$ cat config.mk
export PLATFORM = sky130hd
export DESIGN_NAME = pipeline_ctrl_flat
export DESIGN_NICKNAME = d
export VERILOG_FILES = /design/src/rtl/cpu_pkg.sv /design/src/rtl/pipeline_ctrl_if.sv /design/src/rtl/hazard_detect.sv /design/src/rtl/pipeline_ctrl.sv /design/src/flat_wrapper.sv
export SDC_FILE = /design/constraint.sdc
export NUM_CORES = 1
export LEC_CHECK = 0
export CAP_MARGIN = 10
export CORE_MARGIN = 2
export CORE_UTILIZATION = 44
export DETAILED_ROUTE_END_ITERATION = 7
export GPL_ROUTABILITY_DRIVEN = 0
export PLACE_DENSITY = 0.86
export SLEW_MARGIN = 30
export SYNTH_ARGS = -nofsm -noshare
export SYNTH_HDL_FRONTEND = slang
export SYNTH_SLANG_ARGS = --single-unit
$ cat constraint.sdc
create_clock -name clk -period 2.05 [get_ports clk]
set_clock_uncertainty 0.05 [all_clocks]
set_input_delay 0.5125 -clock clk [delete_from_list [all_inputs] [get_ports clk]]
set_output_delay 0.5125 -clock clk [all_outputs]
set_load 0.01 [all_outputs]
$ cat src/rtl/cpu_pkg.sv
// Shared pipeline control codes: writeback selects, redirect kinds,
// PC source selects and the stall/flush sequencer state encoding.
package cpu_pkg;

    localparam logic [1:0] WB_SEL_ALU = 2'b00;
    localparam logic [1:0] WB_SEL_MEM = 2'b01;
    localparam logic [1:0] WB_SEL_PC4 = 2'b10;

    localparam logic [1:0] BR_NONE   = 2'b00;
    localparam logic [1:0] BR_BRANCH = 2'b01;
    localparam logic [1:0] BR_JUMP   = 2'b10;

    localparam logic [1:0] PC_SEL_PC4    = 2'b00;
    localparam logic [1:0] PC_SEL_BRANCH = 2'b01;
    localparam logic [1:0] PC_SEL_JUMP   = 2'b10;

    typedef enum logic [1:0] {
        CTRL_RUN      = 2'b00,
        CTRL_MEM_WAIT = 2'b01,
        CTRL_FAULT    = 2'b10
    } ctrl_state_e;

endpackage

$ cat src/rtl/pipeline_ctrl_if.sv
// Hazard inputs from ID/EX/MEM and per-register hold/bubble controls.
// master: pipeline side (drives hazard info); slave: the sequencer.
interface pipeline_ctrl_if;

    logic [4:0] id_rs1;
    logic [4:0] id_rs2;
    logic       id_rs1_used;
    logic       id_rs2_used;
    logic [4:0] ex_rd;
    logic       ex_reg_we;
    logic [1:0] ex_wb_sel;
    logic [1:0] ex_branch;
    logic       mem_req;
    logic       mem_ready;

    logic       pc_stall;
    logic       if_id_stall;
    logic       if_id_flush;
    logic       id_ex_stall;
    logic       id_ex_flush;
    logic       ex_mem_stall;
    logic       mem_wb_flush;
    logic [1:0] pc_sel;

    modport master (
        output id_rs1, id_rs2, id_rs1_used, id_rs2_used,
        output ex_rd, ex_reg_we, ex_wb_sel, ex_branch,
        output mem_req, mem_ready,
        input  pc_stall, if_id_stall, if_id_flush,
        input  id_ex_stall, id_ex_flush, ex_mem_stall,
        input  mem_wb_flush, pc_sel
    );

    modport slave (
        input  id_rs1, id_rs2, id_rs1_used, id_rs2_used,
        input  ex_rd, ex_reg_we, ex_wb_sel, ex_branch,
        input  mem_req, mem_ready,
        output pc_stall, if_id_stall, if_id_flush,
        output id_ex_stall, id_ex_flush, ex_mem_stall,
        output mem_wb_flush, pc_sel
    );

endinterface

$ cat src/rtl/hazard_detect.sv
// Load-use compare: a load in EX whose rd feeds the instruction in ID.
// Ports: ID source indices/use flags, EX rd/we/wb_sel in; load_use out.
module hazard_detect
    import cpu_pkg::*;
(
    input  logic [4:0] id_rs1,
    input  logic [4:0] id_rs2,
    input  logic       id_rs1_used,
    input  logic       id_rs2_used,
    input  logic [4:0] ex_rd,
    input  logic       ex_reg_we,
    input  logic [1:0] ex_wb_sel,
    output logic       load_use
);

    logic ex_load;
    logic rs1_hit;
    logic rs2_hit;

    // x0 is never a real dependency
    assign ex_load  = (ex_wb_sel == WB_SEL_MEM) && ex_reg_we && (ex_rd != 5'd0);
    assign rs1_hit  = id_rs1_used && (id_rs1 == ex_rd);
    assign rs2_hit  = id_rs2_used && (id_rs2 == ex_rd);
    assign load_use = ex_load && (rs1_hit || rs2_hit);

endmodule

$ cat src/rtl/pipeline_ctrl.sv
// Stall/flush sequencer: EX redirects, ID load-use, MEM wait states,
// memory-timeout watchdog (sticky fault) and stall/flush counters.
// Ports: clk, rst, ctrl (slave bus), fault, stall_cnt, flush_cnt.
module pipeline_ctrl
    import cpu_pkg::*;
#(
    parameter int MEM_TIMEOUT = 16,
    parameter int CNT_W       = 32
) (
    input  logic             clk,
    input  logic             rst,
    pipeline_ctrl_if.slave   ctrl,
    output logic             fault,
    output logic [CNT_W-1:0] stall_cnt,
    output logic [CNT_W-1:0] flush_cnt
);

    ctrl_state_e state;
    ctrl_state_e state_next;
    logic [7:0]  wait_cnt;
    logic [7:0]  wait_next;
    logic        freeze;
    logic        redirect;
    logic        load_use;

    hazard_detect u_hazard (
        .id_rs1      (ctrl.id_rs1),
        .id_rs2      (ctrl.id_rs2),
        .id_rs1_used (ctrl.id_rs1_used),
        .id_rs2_used (ctrl.id_rs2_used),
        .ex_rd       (ctrl.ex_rd),
        .ex_reg_we   (ctrl.ex_reg_we),
        .ex_wb_sel   (ctrl.ex_wb_sel),
        .load_use    (load_use)
    );

    always_comb begin
        state_next = state;
        wait_next  = wait_cnt;
        freeze     = 1'b0;
        unique case (state)
            CTRL_RUN: begin
                wait_next = 8'd0;
                freeze    = ctrl.mem_req && !ctrl.mem_ready;
                if (freeze) state_next = CTRL_MEM_WAIT;
            end
            CTRL_MEM_WAIT: begin
                freeze = !ctrl.mem_ready;
                // a completion in the last allowed cycle still rescues it
                if (ctrl.mem_ready) begin
                    state_next = CTRL_RUN;
                    wait_next  = 8'd0;
                end else if (wait_cnt == 8'(MEM_TIMEOUT - 1)) begin
                    state_next = CTRL_FAULT;
                end else begin
                    wait_next = wait_cnt + 8'd1;
                end
            end
            CTRL_FAULT: state_next = CTRL_FAULT;
            default:    state_next = CTRL_RUN;
        endcase
    end

    always_comb begin
        ctrl.pc_stall     = 1'b0;
        ctrl.if_id_stall  = 1'b0;
        ctrl.if_id_flush  = 1'b0;
        ctrl.id_ex_stall  = 1'b0;
        ctrl.id_ex_flush  = 1'b0;
        ctrl.ex_mem_stall = 1'b0;
        ctrl.mem_wb_flush = 1'b0;
        ctrl.pc_sel       = PC_SEL_PC4;
        redirect          = 1'b0;
        if (rst) begin
            redirect = 1'b0;
        end else if (state == CTRL_FAULT || freeze) begin
            // hold everything up to MEM; a pending redirect stays in EX
            ctrl.pc_stall     = 1'b1;
            ctrl.if_id_stall  = 1'b1;
            ctrl.id_ex_stall  = 1'b1;
            ctrl.ex_mem_stall = 1'b1;
            ctrl.mem_wb_flush = 1'b1;
        end else if (ctrl.ex_branch == BR_BRANCH ||
                     ctrl.ex_branch == BR_JUMP) begin
            // the flushed ID instr makes any load-use moot
            redirect         = 1'b1;
            ctrl.pc_sel      = ctrl.ex_branch;
            ctrl.if_id_flush = 1'b1;
            ctrl.id_ex_flush = 1'b1;
        end else if (load_use) begin
            ctrl.pc_stall    = 1'b1;
            ctrl.if_id_stall = 1'b1;
            ctrl.id_ex_flush = 1'b1;
        end
    end

    always_ff @(posedge clk) begin
        if (rst) begin
            state     <= CTRL_RUN;
            wait_cnt  <= 8'd0;
            fault     <= 1'b0;
            stall_cnt <= '0;
            flush_cnt <= '0;
        end else begin
            state    <= state_next;
            wait_cnt <= wait_next;
            if (state_next == CTRL_FAULT) fault <= 1'b1;
            if (ctrl.pc_stall && state != CTRL_FAULT)
                stall_cnt <= stall_cnt + CNT_W'(1);
            if (redirect)
                flush_cnt <= flush_cnt + CNT_W'(1);
        end
    end

endmodule

$ cat src/flat_wrapper.sv
// flat-port wrapper written by rule: the top's interface ports become plain ports
module pipeline_ctrl_flat import cpu_pkg::*;
#(
    parameter int MEM_TIMEOUT = 16,
    parameter int CNT_W       = 32
)
  (clk, rst, fault, stall_cnt, flush_cnt, ctrl_id_rs1, ctrl_id_rs2, ctrl_id_rs1_used, ctrl_id_rs2_used, ctrl_ex_rd, ctrl_ex_reg_we, ctrl_ex_wb_sel, ctrl_ex_branch, ctrl_mem_req, ctrl_mem_ready, ctrl_pc_stall, ctrl_if_id_stall, ctrl_if_id_flush, ctrl_id_ex_stall, ctrl_id_ex_flush, ctrl_ex_mem_stall, ctrl_mem_wb_flush, ctrl_pc_sel);
  pipeline_ctrl_if ctrl_i ();
  input  logic clk;
  input  logic rst;
  output logic fault;
  output logic [CNT_W-1:0] stall_cnt;
  output logic [CNT_W-1:0] flush_cnt;
  input wire logic [$bits(ctrl_i.id_rs1)-1:0] ctrl_id_rs1;
  input wire logic [$bits(ctrl_i.id_rs2)-1:0] ctrl_id_rs2;
  input wire logic [$bits(ctrl_i.id_rs1_used)-1:0] ctrl_id_rs1_used;
  input wire logic [$bits(ctrl_i.id_rs2_used)-1:0] ctrl_id_rs2_used;
  input wire logic [$bits(ctrl_i.ex_rd)-1:0] ctrl_ex_rd;
  input wire logic [$bits(ctrl_i.ex_reg_we)-1:0] ctrl_ex_reg_we;
  input wire logic [$bits(ctrl_i.ex_wb_sel)-1:0] ctrl_ex_wb_sel;
  input wire logic [$bits(ctrl_i.ex_branch)-1:0] ctrl_ex_branch;
  input wire logic [$bits(ctrl_i.mem_req)-1:0] ctrl_mem_req;
  input wire logic [$bits(ctrl_i.mem_ready)-1:0] ctrl_mem_ready;
  output wire logic [$bits(ctrl_i.pc_stall)-1:0] ctrl_pc_stall;
  output wire logic [$bits(ctrl_i.if_id_stall)-1:0] ctrl_if_id_stall;
  output wire logic [$bits(ctrl_i.if_id_flush)-1:0] ctrl_if_id_flush;
  output wire logic [$bits(ctrl_i.id_ex_stall)-1:0] ctrl_id_ex_stall;
  output wire logic [$bits(ctrl_i.id_ex_flush)-1:0] ctrl_id_ex_flush;
  output wire logic [$bits(ctrl_i.ex_mem_stall)-1:0] ctrl_ex_mem_stall;
  output wire logic [$bits(ctrl_i.mem_wb_flush)-1:0] ctrl_mem_wb_flush;
  output wire logic [$bits(ctrl_i.pc_sel)-1:0] ctrl_pc_sel;
  assign ctrl_i.id_rs1 = ctrl_id_rs1;
  assign ctrl_i.id_rs2 = ctrl_id_rs2;
  assign ctrl_i.id_rs1_used = ctrl_id_rs1_used;
  assign ctrl_i.id_rs2_used = ctrl_id_rs2_used;
  assign ctrl_i.ex_rd = ctrl_ex_rd;
  assign ctrl_i.ex_reg_we = ctrl_ex_reg_we;
  assign ctrl_i.ex_wb_sel = ctrl_ex_wb_sel;
  assign ctrl_i.ex_branch = ctrl_ex_branch;
  assign ctrl_i.mem_req = ctrl_mem_req;
  assign ctrl_i.mem_ready = ctrl_mem_ready;
  assign ctrl_pc_stall = ctrl_i.pc_stall;
  assign ctrl_if_id_stall = ctrl_i.if_id_stall;
  assign ctrl_if_id_flush = ctrl_i.if_id_flush;
  assign ctrl_id_ex_stall = ctrl_i.id_ex_stall;
  assign ctrl_id_ex_flush = ctrl_i.id_ex_flush;
  assign ctrl_ex_mem_stall = ctrl_i.ex_mem_stall;
  assign ctrl_mem_wb_flush = ctrl_i.mem_wb_flush;
  assign ctrl_pc_sel = ctrl_i.pc_sel;
  pipeline_ctrl #(.MEM_TIMEOUT(MEM_TIMEOUT), .CNT_W(CNT_W)) u_core (.clk(clk), .rst(rst), .ctrl(ctrl_i), .fault(fault), .stall_cnt(stall_cnt), .flush_cnt(flush_cnt));
endmodule
* After elaboration in Yosys (flattened, before gate mapping)
Cells that the tools add are included.
Widths: inputs -> output; s select.
** Word-level totals
- Register bits :: 75
- Input bits :: 26
** Operators by class
- Add/sub/neg operators :: 3
- Equal/unequal tests :: 11
- Mux-type cells :: 23
- Reductions and logical operators :: 15
** Operators by type and width (number)
- $add 32x1->32 const B :: 2
- $mux 8 :: 2
- $pmux 8 s2 :: 1
- $mux 1 :: 12
- $mux 2 :: 6
- $eq 5x5->1 :: 2
- $add 8x1->8 const B :: 1
- $eq 8x4->1 const B :: 1
- $logic_and 1x1->1 :: 7
- $eq 2x1->1 const B :: 3
- $eq 2x2->1 const B :: 3
- $pmux 2 s3 :: 1
- $reduce_bool 5->1 :: 1
- $logic_or 1x1->1 :: 3
- $ne 3x3->1 const B :: 1
- $logic_not 2->1 :: 1
- $ne 2x2->1 const B :: 1
- $pmux 1 s2 :: 1
- $reduce_and 2->1 :: 1
- $reduce_bool 2->1 :: 1
- $logic_not 1->1 :: 1

* Depth between registers and ports, before layout
- Depth after elaboration :: 9
- Gate-level depth with buffers :: 10

* Hierarchy
Synthesis repeated with hierarchy kept, for this count alone.
** Unflattened totals
- Cells, all modules :: 452
- Area total of the unflattened synthesis :: 3793.6 um^2
** Modules (own cells, without submodules)
- pipeline_ctrl :: instances 1, cells an instance 433, area each 3652.3 um^2
- hazard_detect :: instances 1, cells an instance 19, area each 141.4 um^2

* Worst setup path after synthesis
OpenSTA, ideal clock, no wires.
- Path kind :: input to register
- Start :: input port ctrl_ex_branch[0]
- End :: register u_core.stall_cnt[29]
- Setup time :: 0.132 ns
- Data arrival time :: 2.019 ns
- Data required time :: 1.868 ns
- Path slack :: -0.151 ns
- Cell stages on the path :: 10
- Path through :: inv_1 -> ha_1 -> nand2b_1 -> nor2b_1 -> and3_1 -> a22oi_2 -> buf_2 -> buf_4 -> o31ai_1 -> a21oi_1
** Between the ends
- Cells in the longest elaborated chain, start to end :: 6
** Ends and longest elaborated chain
- start: declaration :: RTL line flat_wrapper.sv:21 : input wire logic [$bits(ctrl_i.ex_branch)-1:0] ctrl_ex_branch;
- $eq 2x1->1 or $eq 2x2->1 (tied branches) :: RTL line pipeline_ctrl.sv:83, pipeline_ctrl.sv:84
- $logic_or 1x1->1 * :: RTL line pipeline_ctrl.sv:83 : end else if (ctrl.ex_branch == BR_BRANCH ||
- $mux 1 * :: RTL line pipeline_ctrl.sv:83
- $mux 1 * :: RTL line pipeline_ctrl.sv:76 : end else if (state == CTRL_FAULT || freeze) begin
- $mux 1 * :: RTL line pipeline_ctrl.sv:74 : if (rst) begin
- $logic_and 1x1->1 * :: RTL line pipeline_ctrl.sv:108 : if (ctrl.pc_stall && state != CTRL_FAULT)
- end signal: assignment :: RTL line pipeline_ctrl.sv:109 : stall_cnt <= stall_cnt + CNT_W'(1);
- end: declaration :: RTL line pipeline_ctrl.sv:14 : output logic [CNT_W-1:0] stall_cnt,
Every way passes the cells marked *; elsewhere a longest branch is shown, timed or not.
A chain may end at the register's enable or synchronous reset.

* Worst setup path after layout
- Start :: input port ctrl_id_rs2[3]
- End :: output port ctrl_pc_stall
** Between the ends
- Cells in the longest elaborated chain, start to end :: 8
** Ends and longest elaborated chain
- start: declaration :: RTL line flat_wrapper.sv:15 : input wire logic [$bits(ctrl_i.id_rs2)-1:0] ctrl_id_rs2;
- $eq 5x5->1 :: RTL line hazard_detect.sv:23 : assign rs2_hit = id_rs2_used && (id_rs2 == ex_rd);
- $logic_and 1x1->1 :: RTL line hazard_detect.sv:23
- $logic_or 1x1->1 :: RTL line hazard_detect.sv:24 : assign load_use = ex_load && (rs1_hit || rs2_hit);
- $logic_and 1x1->1 :: RTL line hazard_detect.sv:24
- $mux 1 :: RTL line pipeline_ctrl.sv:90 : end else if (load_use) begin
- $mux 1 :: RTL line pipeline_ctrl.sv:83
- $mux 1 :: RTL line pipeline_ctrl.sv:76
- $mux 1 :: RTL line pipeline_ctrl.sv:74
- end: declaration :: RTL line flat_wrapper.sv:24 : output wire logic [$bits(ctrl_i.pc_stall)-1:0] ctrl_pc_stall;
Every way passes these cells.

==> results.py <==
metrics = {
    "detailed_routing": {
        "wire_per_inst_um": 16.93,
        "drc_errors": 0,
        "drt_iter0_markers": 175,
        "final_antenna_net_count": 0,
        "dr_total_vias": 4031,
        "drt_pre_antenna_iters": 6,
        "route.detailed.vias_per_inst": 5.750,
        "drt-total-wl_um": 11870,
    },
    "setup_path": {
        "critPathMaxFanout": 2,
        "crit_type": "in2out",
        "worst_ep_required_time_ns": 1.49,
        "startpoint_type": "input port",
        "cp-end-kind": "primary output",
        "worst-endpoint-arrival_ns": 1.65,
    },
    "cts": {
        "cts_num_sinks": 75,
        "cts-htree-levels": 3,
        "cts_buffer_depth": 2,
        "hold_buffers_post_cts": 0,
        "clock_latency_ns": 0.35,
        "tritoncts": "yes",
        "cts_made_buffers": 9,
        "clk_root_buf": "clkbuf_8",
        "clk_pin_slew_worst_paths_ns": 0.07,
    },
    "sta": {
        "finalHoldViolCount": 0,
        "finalMaxSlewViolations": 0,
        "setup_viol_count_final": 20,
        "finalSetupTns_ns": -1.225,
        "timing.final.ws_setup_ns": -0.1655,
        "layout_min_cycle_time_ns": 2.216,
        "maxClockFrequency_mhz": 451.4,
        "max_slew_margin": 0.6699,
        "timing.final.crit_share": 1.081,
        "grt_setup_unrepaired": "yes",
        "worst_slew_pin_tran_ns": 0.4918,
    },
    "placed_design": {
        "dp_hpwl_um": 7556,
        "quantity_of_i_o_buffers_inserted_on_ports": 99,
        "preCtsSetupSlack_ns": -1.027,
    },
    "worst_hold_path": {
        "hold_path.class": "reg2reg",
    },
    "floorplanning": {
        "core_area_sq_um": 8217,
        "chipHeight_um": 96.03,
        "die_area_sq_um": 9221,
        "chipWidth_um": 96.03,
        "ioPinCount": 100,
        "row_count": 33,
        "floorplan.initialDensity": 0.4535,
    },
    "grt": {
        "antenna_violations_before_repair": 0,
        "largest_net_degree_at_the_start_of_global_routing": 39,
        "grtUsageTotal": 0.2589,
        "grt-ovfl-total": 0,
        "wire_length_of_the_first_global_routing_pass_um": 18550,
        "grt_pass1_vias": 3934,
    },
    "layout": {
        "n_antenna_cell": 0,
        "area.sequential_sq_um": 1514,
        "layout-drive-gt1-share": 0.2903,
        "fillerInstances": 593,
        "multi_input_comb_area_sq_um": 2405,
        "final_core_util": 0.6962,
        "nNetsFinal": 623,
        "layout-area-overhead-vs-synth_pct": 53.53,
    },
    "logic_synthesis": {
        "mean_cell_area_of_the_mapped_netlist_sq_um": 8.411,
        "sequential_fraction_of_the_synthesis_area": 0.4030,
        "synth_top_area_frac": 0.4030,
        "synth.yosys.warnings": 0,
        "yosys.cell_types.count": 48,
        "synth.cell_area_sq_um": 3726,
        "synth_fp_nets": 474,
        "synth_area_leaders": "dfxtp_1, xor2_1, a21oi_1",
        "synth_edf_count": 0,
        "yosysTopAreaCell": "dfxtp_1",
        "ys_seq_elements": 75,
        "syn-instance-count": 443,
        "synth_top_flop_cell": "dfxtp_1",
        "synth_async_sr_flop_share": 0,
    },
    "pwr": {
        "power_report.internal_total_mw": 2.236,
        "power.switching_fraction": 0.2316,
        "clock_power_share": 0.392,
        "total_power_mw": 2.911,
        "comb_power_share": 0.102,
        "power_density_nw_per_um2": 508.8,
        "leakage_nw": 2.120,
        "p_seq_frac": 0.505,
        "worst_ir_drop_vdd_uv": 562.1,
        "p_sw_uw": 674.1,
    },
    "job": {
        "timing.max_cap.violations": 0,
    },
    "run_status": {
        "violations": "setup timing",
        "outcome": "complete, but fails checks",
    },
}
-- cell type report --
class                   instances  area share
inverters                      12    0.008311
well taps                     105     0.02297
multi-input cells             335      0.4204
repair buffers                159      0.2498
clock buffers                  13     0.02778
flip-flops and latches         75      0.2647
clock inverters                 2    0.006124
-- synthesized netlist by cell type (all sizes together) (13+ instances only) --
| library cell | instances |
|---|---|
| xnor2 | 15 |
| nand3 | 20 |
| nand2 | 38 |
| nor2 | 39 |
| nand4 | 20 |
| o21ai | 27 |
| or4 | 13 |
| or3 | 24 |
| a21oi | 40 |
| xor2 | 25 |
| dfxtp | 75 |
-- timing repair --
action	in CTS	in global routing
setup endpoints to repair	60	41
pin swaps	36	24
setup buffers	14	5
resized for setup	159	55
gates cloned	3	0
-- worst max-delay path, stage by stage --
cell and delay, ns:
buf_2 0.11, xnor2_1 0.21, nand4_1 0.22, o22ai_4 0.21, nand2_2 0.12, o21bai_4 0.15
buf_6 0.12
-- final timing paths --
| check | from | end | slack [ns] | cells after the start |
|---|---|---|---|---|
| min reg2reg | u_core.fault | u_core.fault | 0.42 | 1 |
| max reg2reg | u_core.stall_cnt[19] | u_core.stall_cnt[31] | 0.01 | 6 |
| min | u_core.fault | u_core.fault | 0.42 | 1 |
| max | ctrl_id_rs2[3] | ctrl_pc_stall | -0.17 | 7 |
-- flip-flops by register name (all words and copies together), names as in the netlist --
register,cells
u_core.wait_cnt,8
u_core.fault,1
u_core.flush_cnt,32
u_core.state,2
u_core.stall_cnt,32
-- metal layers --
layer,vias up,track usage,wire length (um)
met5,-,0,0
met4,0,0.07976,278
met3,27,0.07596,848
met2,180,0.4699,6182
met1,1937,0.2896,4560
li1,1887,-,-
-- cells by family after synthesis --
kind of cell | Yosys count | synth area share
XOR/XNOR | 40 | 0.09402
adder cells (fa/ha/maj) | 5 | 0.01679
buffers and inverters | 33 | 0.04029
AO/OA/AOI/OAI | 91 | 0.1447
flip-flops | 75 | 0.4030
AND/OR/NAND/NOR | 195 | 0.2905
multiplexers | 4 | 0.01075
-- placed cells by master (no fill, tap or decap), drive strengths merged, types with 2 or more instances in the layout --
master,Yosys,layout
a21boi,2,2
a21oi,40,40
a22oi,2,2
and2,7,7
and3,9,9
and4,6,6
buf,12,86
clkbuf,9,14
clkdlybuf4s15,0,2
clkdlybuf4s50,0,65
dfxtp,75,75
dlygate4sd2,0,5
ha,5,5
inv,12,12
mux2i,4,4
nand2,38,38
nand2b,3,3
nand3,20,20
nand4,20,20
nor2,39,39
nor2b,2,2
nor3,7,7
o21ai,27,27
o21bai,2,2
o31ai,12,12
or3,24,24
or4,13,13
xnor2,15,15
xor2,25,25
-- power groups by stage --
stage               combinational [mW]  clock, mW  sequential, mW
floorplan                       0.0999          0            1.51
global placement                 0.231          0            1.50
detailed placement               0.239          0            1.51
CTS                              0.277       1.16            1.47
global route                     0.315       1.22            1.47
finish                           0.298       1.14            1.47
-- stage by stage --
step	cells	hold WS (ns)	area [sq um]
detailed placement	666	0.3961	5070
CTS	698	0.4189	5565
finish	701	0.4152	5720
global placement	666	0.3909	5070
global route	701	0.4545	5720
floorplan	443	0.4161	3755
Note: power is estimated with default switching activity, not from simulation.
